`src/rtl/mem_ctrl_pkg.sv`:
```
// Shared types for the memory request controller.
// State encoding, response FIFO depth and its count width.
package mem_ctrl_pkg;

   typedef enum logic {
      IDLE = 1'b0,
      FILL = 1'b1
   } state_t;

   localparam int RSP_DEPTH = 3;
   localparam int RSP_CNT_W = $clog2(RSP_DEPTH + 1);

endpackage

```
`src/rtl/mem_rsp_fifo.sv`:
```
// In-order response FIFO, circular buffer, head shown on rd side.
// Ports: clk, reset, push/push_data, pop, head, count, empty.
module mem_rsp_fifo #(
   parameter int DEPTH = 3,
   parameter int WIDTH = 4,
   parameter int CNT_W = $clog2(DEPTH + 1)
) (
   input  logic             clk,
   input  logic             reset,
   input  logic             push,
   input  logic [WIDTH-1:0] push_data,
   input  logic             pop,
   output logic [WIDTH-1:0] head,
   output logic [CNT_W-1:0] count,
   output logic             empty
);

   localparam int PTR_W = (DEPTH > 1) ? $clog2(DEPTH) : 1;

   logic [WIDTH-1:0] buf_q [DEPTH];
   logic [PTR_W-1:0] rd_ptr;
   logic [PTR_W-1:0] wr_ptr;
   logic             do_push;
   logic             do_pop;

   function automatic logic [PTR_W-1:0] nxt(input logic [PTR_W-1:0] p);
      return (p == PTR_W'(DEPTH - 1)) ? '0 : p + 1'b1;
   endfunction

   assign empty   = (count == '0);
   assign do_pop  = pop && !empty;
   // a full FIFO may still take a push when a pop frees a slot
   assign do_push = push && ((count != CNT_W'(DEPTH)) || do_pop);
   assign head    = buf_q[rd_ptr];

   always_ff @(posedge clk) begin
      if (reset) begin
         rd_ptr <= '0;
         wr_ptr <= '0;
         count  <= '0;
      end else begin
         if (do_push) begin
            buf_q[wr_ptr] <= push_data;
            wr_ptr        <= nxt(wr_ptr);
         end
         if (do_pop)
            rd_ptr <= nxt(rd_ptr);
         if (do_push && !do_pop)
            count <= count + 1'b1;
         else if (!do_push && do_pop)
            count <= count - 1'b1;
      end
   end

endmodule

```
`src/rtl/mem_req_ctrl.sv`:
```
// Valid/ready front-end for the synchronous memory, with a 3-deep
// read response FIFO and an optional fill engine.
// Ports: req_* request channel, rsp_* response channel, fill_*
// fill control, mem_* memory side. clk, sync active-high reset.
// Macro MEM_REQ_CTRL_FILL_EN enables the fill engine and FILL state.
module mem_req_ctrl
   import mem_ctrl_pkg::*;
#(
   parameter int DATA_WIDTH = 4,
   parameter int MAX_ADDR   = 8,
   parameter int ADDRSIZE   = $clog2(MAX_ADDR)
) (
   input  logic                  clk,
   input  logic                  reset,
   input  logic                  req_valid,
   output logic                  req_ready,
   input  logic                  req_we,
   input  logic [ADDRSIZE-1:0]   req_addr,
   input  logic [DATA_WIDTH-1:0] req_wdata,
   output logic                  rsp_valid,
   input  logic                  rsp_ready,
   output logic [DATA_WIDTH-1:0] rsp_data,
   input  logic                  fill_start,
   input  logic [DATA_WIDTH-1:0] fill_value,
   output logic                  fill_busy,
   output logic                  mem_rd_en,
   output logic [ADDRSIZE-1:0]   mem_rd_addr,
   output logic                  mem_wr_en,
   output logic [ADDRSIZE-1:0]   mem_wr_addr,
   output logic [DATA_WIDTH-1:0] mem_wr_data,
   input  logic [DATA_WIDTH-1:0] mem_rd_data
);

   state_t                state;
   logic [ADDRSIZE-1:0]   fill_cnt;
   logic [DATA_WIDTH-1:0] fill_val;
   logic                  fill_block;
   logic                  inflight;
   logic [RSP_CNT_W-1:0]  fifo_count;
   logic [RSP_CNT_W:0]    outstanding;
   logic                  fifo_empty;
   logic                  room;
   logic                  accept;
   logic                  rd_acc;
   logic                  wr_acc;

   // queued plus in-flight reads must leave a slot for the new one
   assign outstanding = {1'b0, fifo_count} + (RSP_CNT_W + 1)'(inflight);
   assign room = (outstanding <= (RSP_CNT_W + 1)'(RSP_DEPTH - 1));

`ifdef MEM_REQ_CTRL_FILL_EN
   // a fill request pre-empts any request presented the same cycle
   assign fill_block = fill_start;

   always_ff @(posedge clk) begin
      if (reset) begin
         state    <= IDLE;
         fill_cnt <= '0;
         fill_val <= '0;
      end else begin
         unique case (state)
            IDLE: begin
               if (fill_start) begin
                  fill_val <= fill_value;
                  fill_cnt <= '0;
                  state    <= FILL;
               end
            end
            FILL: begin
               fill_cnt <= fill_cnt + 1'b1;
               if (fill_cnt == ADDRSIZE'(MAX_ADDR - 1))
                  state <= IDLE;
            end
            default: state <= IDLE;
         endcase
      end
   end
`else
   logic unused_fill;

   assign unused_fill = ^{fill_start, fill_value};
   assign fill_block  = 1'b0;
   assign state       = IDLE;
   assign fill_cnt    = '0;
   assign fill_val    = '0;
`endif

   assign req_ready = !reset && (state == IDLE) && !fill_block && room;
   assign accept    = req_valid && req_ready;
   assign rd_acc    = accept && !req_we;
   assign wr_acc    = accept && req_we;

   assign mem_rd_en   = rd_acc;
   assign mem_rd_addr = req_addr;
   assign mem_wr_en   = !reset && ((state == FILL) || wr_acc);
   assign mem_wr_addr = (state == FILL) ? fill_cnt : req_addr;
   assign mem_wr_data = (state == FILL) ? fill_val : req_wdata;
   assign fill_busy   = (state == FILL);

   always_ff @(posedge clk) begin
      if (reset)
         inflight <= 1'b0;
      else
         inflight <= rd_acc;
   end

   assign rsp_valid = !reset && !fifo_empty;

   mem_rsp_fifo #(
      .DEPTH (RSP_DEPTH),
      .WIDTH (DATA_WIDTH),
      .CNT_W (RSP_CNT_W)
   ) u_fifo (
      .clk       (clk),
      .reset     (reset),
      .push      (inflight),
      .push_data (mem_rd_data),
      .pop       (rsp_valid && rsp_ready),
      .head      (rsp_data),
      .count     (fifo_count),
      .empty     (fifo_empty)
   );

endmodule

```
`config.mk`:
```
export PLATFORM = sky130hd
export DESIGN_NAME = mem_req_ctrl
export DESIGN_NICKNAME = d
export VERILOG_FILES = /design/src/rtl/mem_ctrl_pkg.sv /design/src/rtl/mem_rsp_fifo.sv /design/src/rtl/mem_req_ctrl.sv
export SDC_FILE = /design/constraint.sdc
export NUM_CORES = 1
export LEC_CHECK = 0
export CORE_UTILIZATION = 38
export CTS_CLUSTER_DIAMETER = 200
export CTS_CLUSTER_SIZE = 16
export DETAILED_ROUTE_END_ITERATION = 6
export GPL_TIMING_DRIVEN = 0
export PLACE_DENSITY_LB_ADDON = 0.08
export SYNTH_ARGS = -nofsm -noshare
export SYNTH_HDL_FRONTEND = slang
export SYNTH_HIERARCHICAL = 1
export SYNTH_SLANG_ARGS = --single-unit
```
`constraint.sdc`:
```
create_clock -name clk -period 1.93 [get_ports clk]
set_input_delay 0.386 -clock clk [delete_from_list [all_inputs] [get_ports clk]]
set_output_delay 0.386 -clock clk [all_outputs]
set_load 0.05 [all_outputs]
```
==> results of run 1 <==
==> sequential cells by signal (all words and copies together), names as in the netlist, named ones only <==
register,cells
u_fifo/wr_ptr,2
inflight,1
u_fifo/buf_q,12
u_fifo/count,2
u_fifo/rd_ptr,2
==> repair_timing <==
item                       in CTS  in global routing
hold buffers                    0                  0
pin swaps                       2                  2
setup endpoints to repair      24                  8
resized for setup              40                  8
setup buffers                   3                  1
==> worst register-to-register path, stage by stage, from the launching register on <==
cell and delay (ns):
dfxtp_4 0.38, buf_6 0.13, nor2_4 0.09, nor2_4 0.04, and2_4 0.17, nand3b_1 0.17
and2_4 0.17, ha_4 0.16, xor2_1 0.14, or3_1 0.33, a21oi_2 0.13
==> layer usage <==
layer	vias to the layer above	share of wire (%)	global-route usage, %
li1	359	-	-
met1	338	38	15.99
met2	33	53	28.60
met3	4	6.9	5.367
met4	0	1.7	6.579
met5	-	0	0
==> worst max path at each step <==
| stage | startpoint | endpoint | slack (ns) | cells past startpoint |
|---|---|---|---|---|
| 3_5_place_dp | reset | u_fifo/count[1]$_SDFFE_PP0P_ | -0.96 | 8 |
| 6_report | u_fifo/count[0]$_SDFFE_PP0P_ | mem_rd_en | -0.50 | 6 |
| 5_1_grt | u_fifo/count[1]$_SDFFE_PP0P_ | mem_rd_en | -0.61 | 5 |
| 3_3_place_gp | reset | u_fifo/count[1]$_SDFFE_PP0P_ | -0.88 | 8 |
| 4_1_cts | inflight$_SDFF_PP0_ | mem_rd_en | -0.50 | 6 |
| 2_1_floorplan | u_fifo/count[0]$_SDFFE_PP0P_ | mem_rd_en | -0.38 | 5 |
==> logic make-up (layout without fill, tap and decap cells) <==
logic type,count (synthesis),count (layout),share of synthesized area (%)
XOR/XNOR,2,2,1.720
buffers and inverters,17,50,10.32
AND/OR/NAND/NOR,24,24,12.65
flip-flops,21,21,53.07
adder cells (fa/ha/maj),4,4,4.914
AO/OA/AOI/OAI,15,15,13.02
other,1,1,0.3682
multiplexers,4,4,3.931
==> power groups by stage <==
stage	clock, mW	combinational (mW)	sequential, mW
6_report	0.204	0.224	0.490
4_1_cts	0.212	0.217	0.489
3_5_place_dp	0	0.203	0.500
5_1_grt	0.244	0.238	0.491
3_3_place_gp	0	0.200	0.500
2_1_floorplan	0	0.137	0.499
==> cell usage after synthesis <==
master	number
edfxtp_1	12
buf_4	11
dfxtp_1	9
nand2_1	7
inv_1	5
nor2_1	5
ha_1	4
mux2i_1	4
a21oi_1	3
o21ai_0	3
a2111oi_4	2
and2_1	2
nand2b_1	2
o21ai_1	2
o22ai_1	2
or3_1	2
xor2_1	2
a211oi_1	1
a21oi_2	1
clkbuf_1	1
conb_1	1
nand3_1	1
nand3b_1	1
nor3b_1	1
o21ai_2	1
or2_2	1
or3b_1	1
or3b_4	1
==> final cells by class <==
cell class              instances  area, sq um  area share [%]
clock buffers                   3        22.52           1.549
inverters                       5        18.77           1.291
clock inverters                 1        5.005          0.3442
plain buffers                  11        82.58           5.680
multi-input cells              50        455.4           31.33
well taps                      30        37.54           2.582
flip-flops and latches         21        548.0           37.69
repair buffers                 30        284.0           19.54
==> flow_summary.json, run 1 <==
{
  "cts_tree": "done",
  "num_vias": 734,
  "status": "finished, violations left",
  "place_worst_setup_slack_ns": -0.9579,
  "p_total_mw": 0.9176,
  "period_share_pct": 125.8,
  "r2r_cells": 10,
  "dieArea_sq_mm": 0.002891,
  "place_hpwl_mm": 1.371,
  "ctsHtreeMaxLevel": 1,
  "portBuffers": 26,
  "root_buffer": "clkbuf_4",
  "die_x_um": 53.77,
  "dpl.cell_count": 144,
  "num_rows": 18,
  "rsz0062_at_grt": "yes",
  "layout_common_cells": "17 x clkdlybuf4s50_1, 14 x buf_4, 12 x edfxtp_1",
  "start_kind": "flip-flop",
  "cpLargestDelayFamily": "simple AND/OR/NAND/NOR gates",
  "drt_pass1_iterations": 4,
  "ys_seq_elements": 21,
  "yosys.area.top_type_share_pct": 35.38,
  "cts.clk_slew.worst_paths_ns": 0.11,
  "syn_area_per_cell_sq_um": 11.57,
  "setup_ws_ns": -0.4982,
  "r2r-end": "u_fifo/count[1]$_SDFFE_PP0P_",
  "hold_viol": 0,
  "yosys_warnings": 6,
  "stdcell_area_sq_mm": 0.001454,
  "final_cells": 151,
  "crit_path_max_incr_delay_ns": 0.41,
  "path_class": "reg2out",
  "drc": 0,
  "core-area_sq_mm": 0.002500,
  "tightest_slew_ns": 0.4978,
  "setup_violations": 4,
  "path_cells": "ha_4, inv_2, ha_4, or3b_4, a2111oi_4, buf_6",
  "hp-class": "reg2reg",
  "swShare_pct": 28.83,
  "layout_commonest_cell": "clkdlybuf4s50_1",
  "cts.sinks": 21,
  "die-height_um": 53.77,
  "clk_path_buf_depth": 2,
  "routed_via_density": 4.861,
  "p_seq_share_pct": 53.4,
  "failed_checks": "setup timing",
  "syn_nets": 113,
  "wl_mm": 1.896,
  "cts_made_buffers": 3,
  "hold_path_depth": 2,
  "max-slew-margin-rel_pct": 66.71,
  "cp-end-kind": "output pin",
  "nets": 147,
  "internal_power_mw": 0.6530,
  "reg2reg_slack_ns": -0.04,
  "syn_inst": 88,
  "grt_pass1_vias": 702,
  "final_core_util_pct": 58.16,
  "antenna_found_initial": 0,
  "p_comb_share_pct": 24.4,
  "holdCritStartpoint": "u_fifo/rd_ptr[0]$_SDFFE_PP0N_",
  "power_switching_mw": 0.2646,
  "syn_to_final_growth_pct": 42.75,
  "num_io_pins": 40,
  "clock_latency_ns": 0.29,
  "pwr-share-clk_pct": 22.2,
  "yosysUniqueCellTypes": 28,
  "final_layout_size_suffix_gt1_share_pct": 40.50,
  "grt-ovfl-total": 0,
  "drt_first_iter_violations": 14,
  "globalplace.congestion": 0.6825,
  "synthTopCellsByArea": "edfxtp_1 35%, dfxtp_1 18%, buf_4 8.1%",
  "ys_seq_area_share_pct": 53.07,
  "finalClockSkew_ns": 0.0005629,
  "slowest_stage": "or3b_4",
  "slew_violations": 0,
  "cp_common_cell": "ha_4",
  "place_area_sq_mm": 0.001364,
  "initial_core_util_pct": 40.74,
  "fillers": 228,
  "critPathBufInv": 2,
  "ant_nets": 0,
  "synth_top_area_cell": "edfxtp_1",
  "maxCapViolations": 0,
  "required_ns": 1.54,
  "grt_max_degree": 13,
  "diodes": 0,
  "crit_arrival_ns": 2.04,
  "min_period_ns": 2.428,
  "p_per_area_mw_per_mm2": 631.1,
  "track_usage_pct": 15.66,
  "critPathMaxFanout": 4,
  "synthesis.area_sq_mm": 0.001018,
  "fmax_ghz": 0.4118,
  "grt_pass1_wl_mm": 3.063,
  "setup_tns_ns": -1.355,
  "p_leak_nw": 0.5210,
  "reg2reg_from": "u_fifo/count[0]$_SDFFE_PP0P_",
  "irDropWorstVdd_mv": 0.4772,
  "whs_ns": 0.4942,
  "avgRoutedWirePerCell_um": 12.56
}
Power figures use the tool's default switching activity.
==> inputs of run 2 (changes only) <==
--- a/config.mk
+++ b/config.mk
@@ -15,3 +15,4 @@
 export SYNTH_HDL_FRONTEND = slang
 export SYNTH_HIERARCHICAL = 1
 export SYNTH_SLANG_ARGS = --single-unit
+export TNS_END_PERCENT = 100
==> results of run 2 <==
No change in the layout: final DEF, timing and power equal those of run 1.
==> inputs of run 3 (changes only) <==
--- a/config.mk
+++ b/config.mk
@@ -5,12 +5,13 @@
 export SDC_FILE = /design/constraint.sdc
 export NUM_CORES = 1
 export LEC_CHECK = 0
-export CORE_UTILIZATION = 38
+export CORE_UTILIZATION = 45
 export CTS_CLUSTER_DIAMETER = 200
 export CTS_CLUSTER_SIZE = 16
 export DETAILED_ROUTE_END_ITERATION = 6
 export GPL_TIMING_DRIVEN = 0
 export PLACE_DENSITY_LB_ADDON = 0.08
+export SKIP_CTS_REPAIR_TIMING = 1
 export SYNTH_ARGS = -nofsm -noshare
 export SYNTH_HDL_FRONTEND = slang
 export SYNTH_HIERARCHICAL = 1
==> constraint.sdc (replaced) <==
create_clock -name clk -period 2.9 [get_ports clk]
set_input_delay 0.58 -clock clk [delete_from_list [all_inputs] [get_ports clk]]
set_output_delay 0.58 -clock clk [all_outputs]
set_load 0.05 [all_outputs]
==> run 3 against run 2 <==
Die area down 15%. Non-clock buffer count decreased by 3. Power decreased by 37%. Largest cell class unchanged. First-iteration DRC count down 21%. The flow now finishes without violations. Flip-flop and latch count unchanged. Via count fell by 5.2%. Register-to-register slack better by 0.81 ns. Critical endpoint unchanged. Worst hold slack improved by 0.0019 ns. Combinational power fell by 43%. Global-route usage down 1.1 points. Cell area down 7.7%.
==> flow_summary.json, run 3 (same netlist as run 1, synthesis figures left out) <==
{
  "seqCellArea_sq_um": 541.8,
  "finalClockSkew_ns": 0.009114,
  "antenna_found_initial": 0,
  "power_switching_mw": 0.1572,
  "avgRoutedWirePerCell_um": 10.74,
  "maxCapViolations": 0,
  "core-area_sq_mm": 0.002042,
  "p_comb_share_pct": 21.8,
  "num_vias": 696,
  "largest-register": "u_fifo/buf_q",
  "met2_length_um": 777,
  "dieArea_sq_mm": 0.002458,
  "syn_to_final_growth_pct": 31.82,
  "critPathMaxFanout": 6,
  "layout_common_cells": "22 x clkdlybuf4s50_1, 12 x buf_4, 12 x edfxtp_1",
  "routed_via_density": 4.800,
  "crit_arrival_ns": 2.20,
  "final_core_util_pct": 65.75,
  "grt-ovfl-total": 0,
  "num_rows": 16,
  "ant_nets": 0,
  "tightest_slew_ns": 0.6663,
  "max-slew-margin-rel_pct": 55.48,
  "wl_mm": 1.558,
  "met1_length_um": 641,
  "grt_max_degree": 13,
  "min_period_ns": 2.782,
  "nets": 144,
  "drc": 0,
  "drt_pass1_iterations": 4,
  "num_io_pins": 40,
  "hp-class": "reg2reg",
  "largest_reg_flops": 12,
  "die-height_um": 49.58,
  "cts_made_buffers": 3,
  "status": "finished clean",
  "layout_commonest_cell": "clkdlybuf4s50_1",
  "track_usage_pct": 14.55,
  "path_class": "reg2out",
  "initial_core_util_pct": 49.88,
  "rsz0062_at_grt": "no",
  "whs_ns": 0.4961,
  "cts_tree": "done",
  "slew_violations": 0,
  "irDropWorstVdd_mv": 0.2788,
  "start_kind": "flip-flop",
  "internal_power_mw": 0.4252,
  "reg2reg_from": "u_fifo/count[1]$_SDFFE_PP0P_",
  "period_share_pct": 95.94,
  "portBuffers": 26,
  "cp-end-kind": "output pin",
  "fmax_ghz": 0.3594,
  "setup_violations": 0,
  "grt_pass1_vias": 657,
  "clock_latency_ns": 0.29,
  "clk_path_buf_depth": 2,
  "p_total_mw": 0.5823,
  "root_buffer": "clkbuf_4",
  "required_ns": 2.32,
  "pwr-share-clk_pct": 22.3,
  "globalplace.congestion": 0.6947,
  "cts.sinks": 21,
  "grt_pass1_wl_mm": 2.677,
  "maxUsedRoutingLayer": "met4",
  "fillers": 183,
  "cts.clk_slew.worst_paths_ns": 0.11,
  "multi_input_area_sq_um": 377.9,
  "cp-startpoint": "u_fifo/count[0]$_SDFFE_PP0P_",
  "p_leak_nw": 0.5084,
  "final_layout_size_suffix_gt1_share_pct": 20.34,
  "place_hpwl_mm": 1.244,
  "ctsHtreeMaxLevel": 1,
  "p_seq_share_pct": 55.9,
  "die_x_um": 49.58,
  "p_per_area_mw_per_mm2": 433.8,
  "holdCritStartpoint": "u_fifo/wr_ptr[1]$_SDFFE_PP0N_",
  "wl_met3_um": 126,
  "drt_first_iter_violations": 11,
  "diodes": 0,
  "hold_viol": 0,
  "swShare_pct": 26.99
}
## run 3: metal layers
metal	vias to the layer above	global-route usage (%)
met1	307	15.61
met3	2	3.704
met2	31	26.80
met4	0	5.714
met5	-	0
li1	356	-
## run 3: area by class of cell
cell class | count | share of cell area, %
flip-flops and latches | 21 | 40.35
multi-input cells | 50 | 28.15
repair buffers | 26 | 19.20
plain buffers | 12 | 6.431
well taps | 27 | 2.516
clock buffers | 4 | 1.957
inverters | 5 | 1.398
## run 3: worst max-delay path, stage by stage, from the launching register on
cell       delay (ns)
dfxtp_2          0.41
ha_1             0.19
inv_1            0.05
ha_1             0.25
or3b_4           0.42
a2111oi_4        0.34
buf_4            0.25
## run 3: worst paths after layout
check	to	slack [ns]	cells after the start
hold / removal	u_fifo/wr_ptr[1]$_SDFFE_PP0N_	0.50	2
setup reg to reg	u_fifo/buf_q[2][2]$_DFFE_PP_	0.77	6
setup / recovery	mem_rd_en	0.12	6
hold reg to reg	u_fifo/wr_ptr[1]$_SDFFE_PP0N_	0.50	2
## run 3: stage by stage
step | cells | cell area (sq um) | TNS (ns) | setup slack (ns)
3_3_place_gp | 141 | 1318 | -0.5197 | -0.2366
3_5_place_dp | 141 | 1318 | -0.9631 | -0.2557
5_1_grt | 145 | 1343 | 0 | 0.004637
2_1_floorplan | 88 | 1023 | 0 | 0.1917
4_1_cts | 145 | 1344 | -1.511 | -0.6032
6_report | 145 | 1343 | 0 | 0.1176
## run 3: power groups by stage
stage / registers (mW) / clock network [mW] / logic (mW)
floorplan: 0.331 / 0 / 0.0869
global placement: 0.332 / 0 / 0.127
detailed placement: 0.332 / 0 / 0.129
CTS: 0.325 / 0.135 / 0.130
global route: 0.326 / 0.150 / 0.135
finish: 0.325 / 0.130 / 0.127
